`src/rtl/mario_pkg.sv`:
```
`default_nettype none
//============================================================================
// Module   : mario_pkg
// Brief    : Shared block-array geometry and scroll sequencer state encoding.
// Revision : 1.0 - initial release
//============================================================================
package mario_pkg;

   localparam int BLOCK_ID_W  = 3;
   localparam int BLOCK_ROWS  = 10;
   localparam int COL_DATA_W  = BLOCK_ID_W * BLOCK_ROWS;   // 30
   localparam int SCREEN_COLS = 10;
   localparam int BLOCK_PX    = 64;
   localparam int FINE_W      = $clog2(BLOCK_PX);           // 6

   // Column sequencer states, 2-bit explicit encoding
   typedef enum logic [1:0] {
      IDLE  = 2'd0,
      FETCH = 2'd1,
      WAIT  = 2'd2,
      SHIFT = 2'd3
   } scroll_state_t;

endpackage
`default_nettype wire

```
`src/rtl/column_fetch.sv`:
```
`default_nettype none
//============================================================================
// Module   : column_fetch
// Brief    : Fetches one level column from the ROM and presents it with a
//            one-cycle shift pulse (done). Starts fetching out of reset.
// Revision : 1.0 - initial release
//============================================================================
module column_fetch
   import mario_pkg::*;
#(
   parameter int COL_W   = 8,
   parameter int ROM_LAT = 2
) (
   input  logic                  Clk,
   input  logic                  Reset,
   input  logic                  start,
   output logic [COL_W-1:0]      rom_addr,
   input  logic [COL_DATA_W-1:0] rom_data,
   output logic                  done,
   output logic [COL_DATA_W-1:0] new_block_id,
   output logic [COL_W:0]        next_col,
   output logic                  busy
);

   localparam int                 c_LAT_W    = (ROM_LAT > 1) ? $clog2(ROM_LAT) : 1;
   localparam logic [c_LAT_W-1:0] c_LAT_LOAD = c_LAT_W'(ROM_LAT - 1);

   scroll_state_t         r_state;
   logic [c_LAT_W-1:0]    r_lat;
   logic [COL_W-1:0]      r_rom_addr;
   logic [COL_DATA_W-1:0] r_new_block_id;
   // One bit wider than the ROM address so a level of exactly 2**COL_W
   // columns can still be recognised as finished.
   logic [COL_W:0]        r_next_col;

   // Fetch sequencer: FETCH -> WAIT x ROM_LAT -> SHIFT, chaining on start
   always_ff @(posedge Clk) begin
      if (Reset) begin
         r_state        <= FETCH;
         r_lat          <= '0;
         r_rom_addr     <= '0;
         r_new_block_id <= '0;
         r_next_col     <= '0;
      end else begin
         case (r_state)
            IDLE: begin
               if (start) r_state <= FETCH;
            end
            FETCH: begin
               r_rom_addr <= r_next_col[COL_W-1:0];
               r_lat      <= c_LAT_LOAD;
               r_state    <= WAIT;
            end
            WAIT: begin
               if (r_lat == '0) begin
                  r_new_block_id <= rom_data;
                  r_state        <= SHIFT;
               end else begin
                  r_lat <= r_lat - 1'b1;
               end
            end
            SHIFT: begin
               r_next_col <= r_next_col + 1'b1;
               r_state    <= start ? FETCH : IDLE;
            end
            default: r_state <= IDLE;
         endcase
      end
   end

   assign rom_addr     = r_rom_addr;
   assign new_block_id = r_new_block_id;
   assign next_col     = r_next_col;
   assign done         = (r_state == SHIFT);
   assign busy         = (r_state != IDLE);

endmodule
`default_nettype wire

```
`src/rtl/scroll_controller.sv`:
```
`default_nettype none
//============================================================================
// Module   : scroll_controller
// Brief    : Horizontal scroll sequencer. Fills the screen with the first
//            columns after reset, then accumulates per-frame scroll into a
//            fine pixel offset and shifts in a new column on each block
//            boundary crossing.
// Revision : 1.0 - initial release
//============================================================================
module scroll_controller
   import mario_pkg::*;
#(
   parameter int LEVEL_COLS = 256,
   parameter int COL_W      = 8,
   parameter int ROM_LAT    = 2
) (
   input  logic                  Clk,
   input  logic                  Reset,
   input  logic                  frame_start,
   input  logic [2:0]            scroll_amt,
   output logic [COL_W-1:0]      rom_addr,
   input  logic [COL_DATA_W-1:0] rom_data,
   output logic                  Shift,
   output logic [COL_DATA_W-1:0] new_block_id,
   output logic [FINE_W-1:0]     fine_x,
   output logic                  busy,
   output logic                  level_end,
   output logic                  frame_drop
);

   localparam int                 c_FILL_W   = $clog2(SCREEN_COLS);
   localparam logic [c_FILL_W-1:0] c_FILL_LAST = c_FILL_W'(SCREEN_COLS - 1);

   logic [COL_W:0]        w_next_col;
   logic [FINE_W:0]       w_sum;
   logic                  w_accept;
   logic                  w_scroll_go;
   logic                  w_fill_more;
   logic                  w_start;

   logic                  r_filling;
   logic [c_FILL_W-1:0]   r_fill_cnt;
   logic [FINE_W-1:0]     r_fine_x;
   logic [FINE_W-1:0]     r_pending_fx;
   logic                  r_frame_drop;

   column_fetch #(
      .COL_W   (COL_W),
      .ROM_LAT (ROM_LAT)
   ) u_column_fetch (
      .Clk          (Clk),
      .Reset        (Reset),
      .start        (w_start),
      .rom_addr     (rom_addr),
      .rom_data     (rom_data),
      .done         (Shift),
      .new_block_id (new_block_id),
      .next_col     (w_next_col),
      .busy         (busy)
   );

   assign w_sum       = {1'b0, r_fine_x} + (FINE_W+1)'(scroll_amt);
   assign level_end   = (w_next_col == (COL_W+1)'(LEVEL_COLS));
   assign w_accept    = frame_start && !busy && !level_end;
   assign w_scroll_go = w_accept && (w_sum >= (FINE_W+1)'(BLOCK_PX));
   // During fill every shift immediately chains the next fetch until the
   // last screen column has been loaded.
   assign w_fill_more = Shift && r_filling && (r_fill_cnt != c_FILL_LAST);
   assign w_start     = w_scroll_go || w_fill_more;

   // The new offset is shown in the shift cycle itself so the renderer sees
   // the column move and the offset wrap together.
   assign fine_x      = (Shift && !r_filling) ? r_pending_fx : r_fine_x;
   assign frame_drop  = r_frame_drop;

   // Fill tracking, fine offset accumulation and dropped-frame flag
   always_ff @(posedge Clk) begin
      if (Reset) begin
         r_filling    <= 1'b1;
         r_fill_cnt   <= '0;
         r_fine_x     <= '0;
         r_pending_fx <= '0;
         r_frame_drop <= 1'b0;
      end else begin
         r_frame_drop <= frame_start && busy;

         if (Shift && r_filling) begin
            if (r_fill_cnt == c_FILL_LAST) r_filling  <= 1'b0;
            else                           r_fill_cnt <= r_fill_cnt + 1'b1;
         end

         if (Shift && !r_filling) begin
            r_fine_x <= r_pending_fx;
         end else if (w_accept) begin
            // sum is below 2*BLOCK_PX, so dropping the top bit is sum-64
            if (w_scroll_go) r_pending_fx <= w_sum[FINE_W-1:0];
            else             r_fine_x     <= w_sum[FINE_W-1:0];
         end
      end
   end

endmodule
`default_nettype wire
```
`config.mk`:
```
export PLATFORM = sky130hd
export DESIGN_NAME = scroll_controller
export DESIGN_NICKNAME = d
export VERILOG_FILES = /design/src/rtl/mario_pkg.sv /design/src/rtl/column_fetch.sv /design/src/rtl/scroll_controller.sv
export SDC_FILE = /design/constraint.sdc
export NUM_CORES = 1
export LEC_CHECK = 0
export BUFFER_PORTS_ARGS = -buffer_cell sky130_fd_sc_hd__clkbuf_2
export CAP_MARGIN = 20
export CORE_MARGIN = 10
export CORE_UTILIZATION = 44
export DETAILED_ROUTE_END_ITERATION = 8
export PLACE_DENSITY = 0.69
export SYNTH_ARGS = -nofsm -noshare
export SYNTH_HDL_FRONTEND = slang
export SYNTH_SLANG_ARGS = --single-unit
```
`constraint.sdc`:
```
create_clock -name Clk -period 5.4 [get_ports Clk]
set_input_delay 0.27 -clock Clk [delete_from_list [all_inputs] [get_ports Clk]]
set_output_delay 0.27 -clock Clk [all_outputs]
set_load 0.01 [all_outputs]
```
* Word-level counts from Yosys, hierarchy flattened
Index checks and enable logic that the tools add are counted.
W data, S select, Z words.
** Cells by class
- Bitwise gates (word level) :: 3
- Equal/unequal tests :: 9
- Add/sub/neg operators :: 4
- Mux-type cells :: 10
- Reduce and logical (&&, ||, !) cells :: 21
- Order comparisons :: 1
** Operators with widths (count)
- $mux W6 :: 4
- $reduce_and A2 Y1 :: 5
- $add A9 B1 Y9 const B :: 1
- $eq A9 B9 Y1 const B :: 1
- $pmux W2 S4 :: 1
- $add A6 B3 Y7 :: 1
- $ge A7 B7 Y1 const B :: 1
- $logic_and A1 B1 Y1 :: 7
- $reduce_bool A2 Y1 :: 3
- $add A4 B1 Y4 const B :: 1
- $eq A2 B2 Y1 const B :: 2
- $eq A4 B4 Y1 const B :: 1
- $mux W2 :: 2
- $ne A2 B1 Y1 const B :: 2
- $ne A4 B4 Y1 const B :: 1
- $logic_not A1 Y1 :: 3
- $not A1 Y1 :: 3
- $reduce_and A3 Y1 :: 1
- $eq A2 B1 Y1 const B :: 1
- $logic_not A2 Y1 :: 1
- $mux W1 :: 2
- $ne A2 B2 Y1 const B :: 1
- $pmux W1 S2 :: 1
- $logic_or A1 B1 Y1 :: 1
- $sub A1 B1 Y1 const B :: 1
** Storage, ports and cells
- Output and inout port bits :: 48
- Register bits after elaboration :: 68
- Bits of input ports :: 36
- Logic and storage cells :: 58

* Longest topological paths before layout
- Depth in word-level cells :: 8
- Depth in mapped cells :: 7
- Depth with buffers taken out :: 6

* Modules after synthesis
A second synthesis with hierarchy kept.
** Unflattened totals
- Cell total of the unflattened synthesis :: 354
- Area total of the unflattened synthesis :: 2952.8 sq um
** Modules (own cells, without submodules)
- column_fetch :: instances 1, cells an instance 222, area each 1899.3 sq um, sequential area each 1001.0 sq um
- scroll_controller :: instances 1, cells an instance 132, area each 1053.5 sq um, sequential area each 360.3 sq um

* Least setup slack after synthesis
No wires, ideal clock.
- Path type :: register -> register
- Start :: register r_fine_x[0]
- End :: register r_fine_x[4]
- Setup time :: 0.074 ns
- Stages on the path, launching flop included :: 7
- Path buffers :: 0
- Clock period less this slack :: 2.131 ns
- Required time :: 5.326 ns
- Data arrival time :: 2.056 ns
- Setup slack :: 3.269 ns
- Path through :: dfxtp_1 ha_1 fa_1 a21oi_1 o21ai_1 or4_2 a31oi_1
** Between the ends
- Longest elaborated chain between the ends :: 5
- Elaborated cells between the ends (all ways) :: 8
- Those cells by class :: add/sub (1); order compare (1); eq/ne (1); mux (3); reduce/logical (2)
** RTL lines
- start, declared :: line scroll_controller.sv:43 : logic [FINE_W-1:0] r_fine_x;
- start signal, assigned :: line scroll_controller.sv:93 : r_fine_x <= r_pending_fx;
- start signal, assigned :: line scroll_controller.sv:97 : else r_fine_x <= w_sum[FINE_W-1:0];
- $add A6 B3 Y7 (*) :: line scroll_controller.sv:62 : assign w_sum = {1'b0, r_fine_x} + (FINE_W+1)'(scroll_amt);
- $ge A7 B7 Y1 :: line scroll_controller.sv:65 : assign w_scroll_go = w_accept && (w_sum >= (FINE_W+1)'(BLOCK_PX));
- $logic_and A1 B1 Y1 :: line scroll_controller.sv:65
- $ne A2 B1 Y1 (no source line)
- $reduce_and A2 Y1 (no source line)
Every way passes the cells marked *; elsewhere a longest branch is shown, timed or not. The select of a mux whose other input is x is not followed.
A chain may end at the register's enable or synchronous reset.

* Final worst setup path
- Start :: register u_column_fetch.r_state[0]
- End :: output fine_x[0]
** Between the ends
- Longest elaborated chain between the ends :: 3
** RTL lines
- start, declared :: line column_fetch.sv:28 : scroll_state_t r_state;
- start signal, assigned :: line column_fetch.sv:64 : r_state <= start ? FETCH : IDLE;
- $eq A2 B2 Y1 :: line column_fetch.sv:74 : assign done = (r_state == SHIFT);
- $logic_and A1 B1 Y1 :: line scroll_controller.sv:73 : assign fine_x = (Shift && !r_filling) ? r_pending_fx : r_fine_x;
- $mux W6 :: line scroll_controller.sv:73
- end, declared :: line scroll_controller.sv:25 : output logic [FINE_W-1:0] fine_x,
No other way between the ends.

==> impl_metrics.toml <==
[synthesis]
synthesis.nets = 409
yosysUniqueCellTypes = 45
synth_top_area_cell = "dfxtp_1"
synth_top_flop_cell = "dfxtp_1"
synthTopCellsByArea = "dfxtp_1 46%, nand2_1 12%, a21oi_1 6.7%"
synthArstFlopShare_pct = 0
synth_area_per_cell_um2 = 8.28
synth_warnings = 0
synth_top_area_share_pct = 45.6
syn_inst = 361
synth-edff-count = 0
synth-seq-cells = 68
synth_commonest_cells = "95 x nand2_1, 68 x dfxtp_1, 40 x a21oi_1"
syn_area_um2 = 2990
yosysSeqAreaShare_pct = 45.6
yosysMostFrequentCell = "nand2_1"

[final_layout]
area_growth_pct = 21.3
diodes = 0
fin_nets = 486
fillers = 622
layout-drive-gt1-share_pct = 25.3

[timing]
drv_slew = 0
whs_ns = 0.141
grt_setup_unrepaired = "no"
hold_violations = 0
finalClockSkew_ns = 0.0107
relSlewSlack_pct = 49.5
setup_viol = 0
layout_setup_ws_ns = 2.92
fin_crit_sh_pct = 46.0
fmax_mhz = 403
fin_tns_setup_ns = 0
fin_crit_ns = 2.48
worst_pin_slew_ns = 0.755

[pwr]
leakagePower_nw = 1.53
cellPowerDensity_nw_per_um2 = 367
vdd_drop_max_v = 0.000176
power_mw = 1.33

[global_routing]
grt_usage_pct = 14.3
grt_pass1_vias = 2498
grt_max_degree = 60
antenna_found_initial = 0
grt_pass1_wl_um = 12100
overflow = 0

[clock_tree]
cts_sinks = 68
post_cts_resized = 0
clkTransAtPathRegs_ns = 0.08
root_buffer = "clkbuf_8"
post-cts-setup-buffers = 0
cts_tree = "done"
cts_buffer_depth = 2
numCtsBuffers = 9
cts_htree_levels = 3
clkLatencyLatePin_ns = 0.34
postCtsHoldBufs = 0

[outcome]
status = "finished clean"

[worst_setup_path]
cp.arrival_ns = 2.21
worstPathRequired_ns = 5.13
start_kind = "flop"
path_class = "flop to output pin"
cp_max_fo = 13
endpoint_kind = "output pin"

[routing]
ant_nets = 0
vias = 2738
drcViolationCount = 0
wirelength_um = 7490
dr.pass1.iters = 5
wl_per_cell_um = 14.4
drtIter0Drc = 188
viasPerCell = 5.28

[floorplan]
core_area_um2 = 6460
initial_core_util_pct = 46.3
die_y_um = 102
core.rowCount = 29
ios = 84
die_w_um = 102
dieArea_um2 = 10500

[placed_design]
hpwlAfterDp_um = 5410
port_buffers = 83
pre_cts_ws_ns = 3.07
gp_congestion = 0.808

[job]
drv_cap = 0

[hold_path]
hold_class = "primary input to flop"
-- metrics by stage --
step	cell area (um2)	instances	utilization [%]
6_report	3620	519	56.1
3_5_place_dp	3430	502	53.0
3_3_place_gp	3430	502	53.0
2_1_floorplan	2990	361	-
4_1_cts	3590	517	55.6
5_1_grt	3620	519	56.1
-- state kept, by name, indices dropped and copies added (netlist names) --
| name | flops |
|---|---|
| r_fine_x | 6 |
| r_pending_fx | 6 |
| u_column_fetch.new_block_id | 30 |
| frame_drop | 1 |
| u_column_fetch.r_state | 2 |
| r_fill_cnt | 4 |
| u_column_fetch.r_lat | 1 |
| u_column_fetch.next_col | 9 |
| u_column_fetch.rom_addr | 8 |
| r_filling | 1 |
-- path summary, 6_finish.rpt --
check,from,endpoint,cells past startpoint,slack [ns]
worst max-delay path,u_column_fetch.r_state[0]$_SDFFE_PP1P_,fine_x[0],5,2.92
worst max register to register,r_fine_x[0]$_SDFFE_PP0P_,r_fine_x[4]$_SDFFE_PP0P_,6,3.11
worst min-delay path,rom_data[21],u_column_fetch.new_block_id[21]$_SDFFE_PP0P_,3,0.14
worst min register to register,u_column_fetch.new_block_id[9]$_SDFFE_PP0P_,u_column_fetch.new_block_id[9]$_SDFFE_PP0P_,2,0.46
-- cell usage in the layout, fill, tap and decap left out, types with 3 or more instances in the layout --
cell type  netlist  routed
dfxtp_1         68      68
nand3_1          9       9
xor2_1           4       4
a31oi_1          4       4
and3_1           3       3
xnor2_1          3       3
clkbuf_8         0      10
or3_1            4       4
o21ai_1          3       3
a21oi_1         40      40
a211oi_2         3       3
o31ai_1          3       3
a211oi_1         4       4
inv_1            7       7
nor4_1           3       3
mux2i_1          9       9
nor2_1          23      23
o21ai_0         13      13
nand2_1         95      95
ha_1            11      11
clkbuf_2         0      83
nand4_1          8       8
-- cell type report --
type / count / area (um2) / share of cell area [%]
clock buffers: 11 / 141 / 3.90
clock inverters: 4 / 26.3 / 0.725
inverters: 7 / 26.3 / 0.725
multi-input cells: 266 / 1520 / 41.9
flip-flops and latches: 68 / 1360 / 37.6
well taps: 77 / 96.3 / 2.66
repair buffers: 86 / 453 / 12.5
-- kinds of logic (layout without fill, tap and decap cells) --
| family | Yosys count | in the layout | share of synthesized area (%) |
|---|---|---|---|
| and+or+nand+nor | 158 | 158 | 23.4 |
| AOI/OAI and AO/OA | 80 | 80 | 17.0 |
| DFF | 68 | 68 | 45.6 |
| buffers and inverters | 27 | 108 | 3.68 |
| adders and majority gates | 12 | 12 | 5.28 |
| muxes | 9 | 9 | 3.02 |
| xor gates and xnor gates | 7 | 7 | 2.05 |
-- critical path: stages, from the launching register on --
cell and delay (ns):
dfxtp_1 0.39, ha_1 0.46, nor2b_1 0.67, nand2_1 0.13, nand2_1 0.09, clkbuf_2 0.13
-- report_power, final --
part	internal (mW)	switching, mW
clock network	0.176	0.189
registers	0.554	0.0403
logic	0.150	0.221
-- metal layers --
layer  vias up  GRT usage (%)  wire, um
li1       1395              -         -
met1      1233           18.0      3200
met2        95           22.0      3610
met3        15           3.78       530
met4         0           7.38       142
met5         -              0         0
Note: power is estimated with default switching activity, not from simulation.
